## config.mk

```make
export PLATFORM = sky130hd
export DESIGN_NAME = phase_derotator
export DESIGN_NICKNAME = d
export VERILOG_FILES = /design/src/rtl/phase_derotator.sv
export SDC_FILE = /design/constraint.sdc
export NUM_CORES = 1
export LEC_CHECK = 0
export BUFFER_PORTS_ARGS = -buffer_cell sky130_fd_sc_hd__clkbuf_2
export CORE_ASPECT_RATIO = 0.8
export CORE_MARGIN = 10
export CORE_UTILIZATION = 55
export CTS_CLUSTER_DIAMETER = 200
export DETAILED_ROUTE_END_ITERATION = 6
export PLACE_DENSITY_LB_ADDON = 0.08
export SYNTH_ARGS = -nofsm -noshare
export SYNTH_HDL_FRONTEND = slang
export SYNTH_SLANG_ARGS = --single-unit
```

## constraint.sdc

```tcl
create_clock -name clock -period 5.2 [get_ports clock]
set_clock_uncertainty 0.05 [all_clocks]
set_input_delay 0.52 -clock clock [delete_from_list [all_inputs] [get_ports clock]]
set_output_delay 0.52 -clock clock [all_outputs]
set_load 0.03 [all_outputs]
```

## src/rtl/phase_derotator.sv

```systemverilog
// phase_derotator
//   Removes a carrier phase offset from filtered I/Q samples by multiplying
//   each sample by e^(-j*theta).  theta comes from an internal NCO (phase
//   accumulator plus static offset) that drives a quarter-wave sin/cos table.
//   The module is fully pipelined: one sample per clock, 3-cycle latency,
//   with no backpressure.
//
// Ports
//   clock          system clock, rising edge
//   i_reset        synchronous reset, active-low
//   i_valid        input sample strobe
//   i_dataI/Q      input sample, S(8,6)
//   i_phase_inc    unsigned phase step added per valid sample
//   i_phase_off    static phase offset added to the accumulator
//   i_clear_phase  synchronous clear of the phase accumulator
//   o_valid        output sample strobe (one cycle per sample)
//   o_dataI/Q      derotated sample, S(8,6); holds between strobes
module phase_derotator #(
  parameter int NB_DATA   = 8,
  parameter int NBF_DATA  = 6,
  parameter int NB_COEFF  = 8,
  parameter int NBF_COEFF = 6,
  parameter int NB_PHASE  = 8
) (
  input  logic                       clock,
  input  logic                       i_reset,
  input  logic                       i_valid,
  input  logic signed [NB_DATA-1:0]  i_dataI,
  input  logic signed [NB_DATA-1:0]  i_dataQ,
  input  logic        [NB_PHASE-1:0] i_phase_inc,
  input  logic        [NB_PHASE-1:0] i_phase_off,
  input  logic                       i_clear_phase,
  output logic                       o_valid,
  output logic signed [NB_DATA-1:0]  o_dataI,
  output logic signed [NB_DATA-1:0]  o_dataQ
);

  localparam int NB_PROD = NB_DATA + NB_COEFF;
  localparam int NB_SUM  = NB_PROD + 1;
  localparam int NBF_SUM = NBF_DATA + NBF_COEFF;
  localparam int SHIFT   = NBF_SUM - NBF_DATA;
  localparam int OUT_MSB = NB_DATA - 1 + SHIFT;
  localparam int NB_SEL  = 6;  // 2 quadrant bits + 4 table-index bits

  // Quarter-wave table: round(64*sin(k*pi/32)), k = 0..16.
  function automatic logic signed [NB_COEFF-1:0] quarter_sin(input logic [4:0] k);
    case (k)
      5'd0:    return NB_COEFF'(0);
      5'd1:    return NB_COEFF'(6);
      5'd2:    return NB_COEFF'(12);
      5'd3:    return NB_COEFF'(19);
      5'd4:    return NB_COEFF'(24);
      5'd5:    return NB_COEFF'(30);
      5'd6:    return NB_COEFF'(36);
      5'd7:    return NB_COEFF'(41);
      5'd8:    return NB_COEFF'(45);
      5'd9:    return NB_COEFF'(49);
      5'd10:   return NB_COEFF'(53);
      5'd11:   return NB_COEFF'(56);
      5'd12:   return NB_COEFF'(59);
      5'd13:   return NB_COEFF'(61);
      5'd14:   return NB_COEFF'(63);
      5'd15:   return NB_COEFF'(64);
      5'd16:   return NB_COEFF'(64);
      default: return NB_COEFF'(0);
    endcase
  endfunction

  // Drop SHIFT fraction bits (truncation) and clip to the output range when
  // the integer bits above the output MSB are not pure sign extension.
  function automatic logic signed [NB_DATA-1:0] sat_trunc(input logic signed [NB_SUM-1:0] s);
    logic [NB_SUM-OUT_MSB-1:0] top;
    top = s[NB_SUM-1:OUT_MSB];
    if ((&top) || !(|top))
      return s[OUT_MSB:SHIFT];
    else if (s[NB_SUM-1])
      return {1'b1, {(NB_DATA-1){1'b0}}};
    else
      return {1'b0, {(NB_DATA-1){1'b1}}};
  endfunction

  logic        [NB_PHASE-1:0] acc;
  logic        [NB_PHASE-1:0] acc_used;
  logic        [NB_SEL-1:0]   sel;
  logic        [1:0]          quad;
  logic        [4:0]          idx;
  logic        [4:0]          idx_c;
  logic signed [NB_COEFF-1:0] sin_c;
  logic signed [NB_COEFF-1:0] cos_c;

  // A clear in the same cycle as a sample makes that sample see acc = 0.
  assign acc_used = i_clear_phase ? '0 : acc;
  // theta[1:0] are dropped: only quadrant and table index are needed.
  assign sel      = NB_SEL'((acc_used + i_phase_off) >> (NB_PHASE - NB_SEL));
  assign quad     = sel[5:4];
  assign idx      = {1'b0, sel[3:0]};
  assign idx_c    = 5'd16 - idx;

  always_comb begin
    sin_c = '0;
    cos_c = '0;
    case (quad)
      2'd0: begin sin_c =  quarter_sin(idx);   cos_c =  quarter_sin(idx_c); end
      2'd1: begin sin_c =  quarter_sin(idx_c); cos_c = -quarter_sin(idx);   end
      2'd2: begin sin_c = -quarter_sin(idx);   cos_c = -quarter_sin(idx_c); end
      default: begin sin_c = -quarter_sin(idx_c); cos_c =  quarter_sin(idx); end
    endcase
  end

  always_ff @(posedge clock) begin
    if (!i_reset)
      acc <= '0;
    else if (i_clear_phase)
      acc <= '0;
    else if (i_valid)
      acc <= acc + i_phase_inc;
  end

  // Stage 1: sample, coefficients and valid
  logic                       vld_p0;
  logic signed [NB_DATA-1:0]  di_p0, dq_p0;
  logic signed [NB_COEFF-1:0] sin_p0, cos_p0;

  always_ff @(posedge clock) begin
    if (!i_reset) begin
      vld_p0 <= 1'b0;
      di_p0  <= '0;
      dq_p0  <= '0;
      sin_p0 <= '0;
      cos_p0 <= '0;
    end else begin
      vld_p0 <= i_valid;
      di_p0  <= i_dataI;
      dq_p0  <= i_dataQ;
      sin_p0 <= sin_c;
      cos_p0 <= cos_c;
    end
  end

  // Stage 2: full-precision products
  logic                      vld_p1;
  logic signed [NB_PROD-1:0] ic_p1, qs_p1, qc_p1, is_p1;

  always_ff @(posedge clock) begin
    if (!i_reset) begin
      vld_p1 <= 1'b0;
      ic_p1  <= '0;
      qs_p1  <= '0;
      qc_p1  <= '0;
      is_p1  <= '0;
    end else begin
      vld_p1 <= vld_p0;
      ic_p1  <= di_p0 * cos_p0;
      qs_p1  <= dq_p0 * sin_p0;
      qc_p1  <= dq_p0 * cos_p0;
      is_p1  <= di_p0 * sin_p0;
    end
  end

  logic signed [NB_SUM-1:0] sum_i, sum_q;

  assign sum_i = {ic_p1[NB_PROD-1], ic_p1} + {qs_p1[NB_PROD-1], qs_p1};
  assign sum_q = {qc_p1[NB_PROD-1], qc_p1} - {is_p1[NB_PROD-1], is_p1};

  // Stage 3: quantised outputs, held between strobes
  logic                      vld_p2;
  logic signed [NB_DATA-1:0] di_p2, dq_p2;

  always_ff @(posedge clock) begin
    if (!i_reset) begin
      vld_p2 <= 1'b0;
      di_p2  <= '0;
      dq_p2  <= '0;
    end else begin
      vld_p2 <= vld_p1;
      if (vld_p1) begin
        di_p2 <= sat_trunc(sum_i);
        dq_p2 <= sat_trunc(sum_q);
      end
    end
  end

  assign o_valid = vld_p2;
  assign o_dataI = di_p2;
  assign o_dataQ = dq_p2;

endmodule
```

==> reports/qor.txt <==
Hold WC Path Type: primary input to flip-flop
Worst Path Max Fanout: 16
Cell Int Power: 3.428 mW
Routed Antenna Nets: 0
Iteration-0 DRC Markers: 928
Gr ovfl total: 0
Synth top cells by count: 356 x inv_1, 221 x fa_1, 203 x and2_1
Cell with the most instances after synthesis: inv_1
Via density: 5.444
TNS Setup: 0 ns
Sw frac: 0.4629
Crit end category: flip-flop
Seq/Total Area, Yosys: 0.1453
RSZ-0062 raised after global routing: no
Synth Net Count: 2379
Total CTS buffers: 17
GRT Util Overall: 0.2231
Distinct cells, synth: 90
Dpl cells: 2394
Global-route wire length before repair: 68920 um
DRT Wirelength: 41090 um
Outcome: finished, final reports clean
Critical path class: flip-flop to flip-flop
Worst-Margin Slew: 1.047 ns
Clk buf depth: 2
Num ports: 53
Largest net degree at the start of global routing: 55
Die H: 177.0 um
Gate Count Post-Synth: 1953
TritonCTS Sinks: 123
Cell accounting for the most synthesized area: fa_1
Layout area overhead: 8.595%
Fin crit share: 0.9401
Final Setup Violations: 0
Met3 Use GR: 0.04663
CP Cell Sequence: and2_1 -> fa_1 -> inv_1 -> fa_1 -> inv_1 -> fa_1 -> inv_1 -> fa_1 -> inv_1 -> ha_1 -> inv_1 -> o21ai_0 -> a21oi_1 -> nor2b_1 -> o21a_1 -> o31a_1 -> o41ai_1 -> xnor2_1 -> nor2_1
Final hold violation count: 0
Drt pass-1 iters: 5
Top cell type's share of synthesized area: 0.2611
Startpoint Class: flip-flop
M1 GR Usage: 0.3095
TritonCTS clock tree: yes
Hold_ws: 0.2295 ns
Initial core utilization: 0.5577
Worst vdd ir: 0.2628 mV
Reg clk slew, reported paths: 0.06 ns
Cts hold-fix bufs: 0
Total number of yosys warnings: 0
Area contributors post-synth: fa_1 26%, dfxtp_1 15%, ha_1 12%
Slew Viols, Final: 0
Die area: 38270 um2
Layout cells sized above 1: 0.09637
Max_cap viols: 0
Tmin final: 4.888 ns
Top cell by count, worst path: inv_1
NumNets Final: 2426
Clock Power Share: 0.179
Rel. slew slack: 0.2970
EDFF count, synth: 0
Initial antenna violation count: 0
WP data arrival: 5.15 ns
Design Area, Final: 18400 um2
Dpl hpwl: 33150 um
CP peak stage delay: 0.53 ns
#FFs+latches synth: 123
DR DRC count: 0
F_max: 204.6 MHz
CP max stage cell: dfxtp_1
Mapped Area: 16950 um2
Seq pwr share: 0.211
Total number of vias: 13208
Combinational fraction of design power: 0.610
GRT busiest layer: met2
Die Width: 216.2 um
Mean Syn Cell Area: 8.676 um2
Power density over the cells: 346.8 nW/um2
Wirelength per Cell: 16.94 um
CTS Root Cell: clkbuf_16
Fillers: 2810
Fin cells: 2426
Final core occ: 0.6057
Vias in the first global route: 13455
GRT met2 Usage: 0.3523
Synth Flop Type: dfxtp_1
ANT cells: 0
Ys async rst share: 0
Worst path required time: 5.46 ns
Cell Area, Placed: 17820 um2
I/O Buffers: 52
Clock latency on the worst-skew pair: 0.45 ns
Max H-tree Level: 4
Core area: 30380 um2
# rows: 57
Switching pwr: 2.954 mW
RD Place Congestion: 0.9090
LEAKAGE: 8.925 nW
cell type report:
cell class                      instances  area (um2)  area share
Clock buffer                           19       442.9     0.02407
Clock inverter                         13       108.9    0.005916
Inverter                              358        1344     0.07303
Multi-Input combinational cell       1393       12830      0.6975
Sequential cell                       123        2481      0.1348
Tap cell                              413       516.7     0.02808
Timing Repair Buffer                  107       673.1     0.03658
worst paths after layout:
path | depth (start not counted) | slack [ns] | from | endpoint
min | 2 | 0.23 | i_dataI[5] | di_p0[5]
max reg2reg | 19 | 0.31 | sin_p0[1] | qs_p1[15]
min reg2reg | 1 | 0.40 | vld_p0 | vld_p1
max | 19 | 0.31 | sin_p0[1] | qs_p1[15]
through the flow:
stage               worst slack, ns  total power [mW]
floorplan                    0.4224             4.256
global placement             0.2173             5.140
detailed placement           0.1219             5.204
CTS                         0.06910             6.397
global route                0.01598             7.031
finish                       0.3117             6.382
routing by layer:
layer  vias up  wire [um]
met5         -          0
met1      6489      19270
met4         0        615
met2       342      18530
li1       6340          -
met3        37       2679
state kept, by name, indices dropped and copies added, names as in the netlist, 8 cells and up:
| name | count |
|---|---|
| dq_p0 | 8 |
| cos_p0 | 8 |
| is_p1 | 16 |
| acc | 8 |
| o_dataQ | 8 |
| di_p0 | 8 |
| ic_p1 | 16 |
| sin_p0 | 8 |
| o_dataI | 8 |
| qs_p1 | 16 |
| qc_p1 | 16 |
layout by cell type, fill, tap and decap left out, types with 52 or more instances in the layout:
master | netlist | routed
fa_1 | 221 | 221
nor2_1 | 134 | 134
dfxtp_1 | 123 | 108
clkbuf_2 | 0 | 52
buf_4 | 1 | 55
a21oi_1 | 64 | 64
xnor2_1 | 69 | 69
ha_1 | 169 | 169
inv_1 | 356 | 356
nand2_1 | 108 | 108
and2_1 | 203 | 203
worst max-delay path: cells and delay by family, from the launching register on:
family | cells | cell delay, ns
buffers and inverters | 5 | 0.28
AND/OR/NAND/NOR | 3 | 0.43
AO/OA/AOI/OAI | 5 | 1.03
adder cells (fa/ha/maj) | 5 | 2.27
flip-flops | 1 | 0.53
XOR/XNOR | 1 | 0.17
what timing repair did:
action                                  4_1_cts  5_1_grt
resized for setup                             0       16
setup buffers                                 0        0
endpoints found under the setup margin        0        8
cell families after synthesis:
family                   count (synthesis)  synth area share
XOR/XNOR                                97           0.05176
AO/OA/AOI/OAI                          279            0.1151
adder cells (fa/ha/maj)                391            0.3865
flip-flops                             123            0.1453
multiplexers                            15          0.009082
buffers and inverters                  437           0.09813
AND/OR/NAND/NOR                        611            0.1941
power groups by stage:
stage | logic (mW) | registers, mW | clock network, mW
2_1_floorplan | 3.00 | 1.26 | 0
3_3_place_gp | 3.79 | 1.35 | 0
3_5_place_dp | 3.85 | 1.35 | 0
4_1_cts | 3.89 | 1.34 | 1.17
5_1_grt | 4.45 | 1.37 | 1.21
6_report | 3.89 | 1.35 | 1.14
Power figures use the tool's default switching activity.
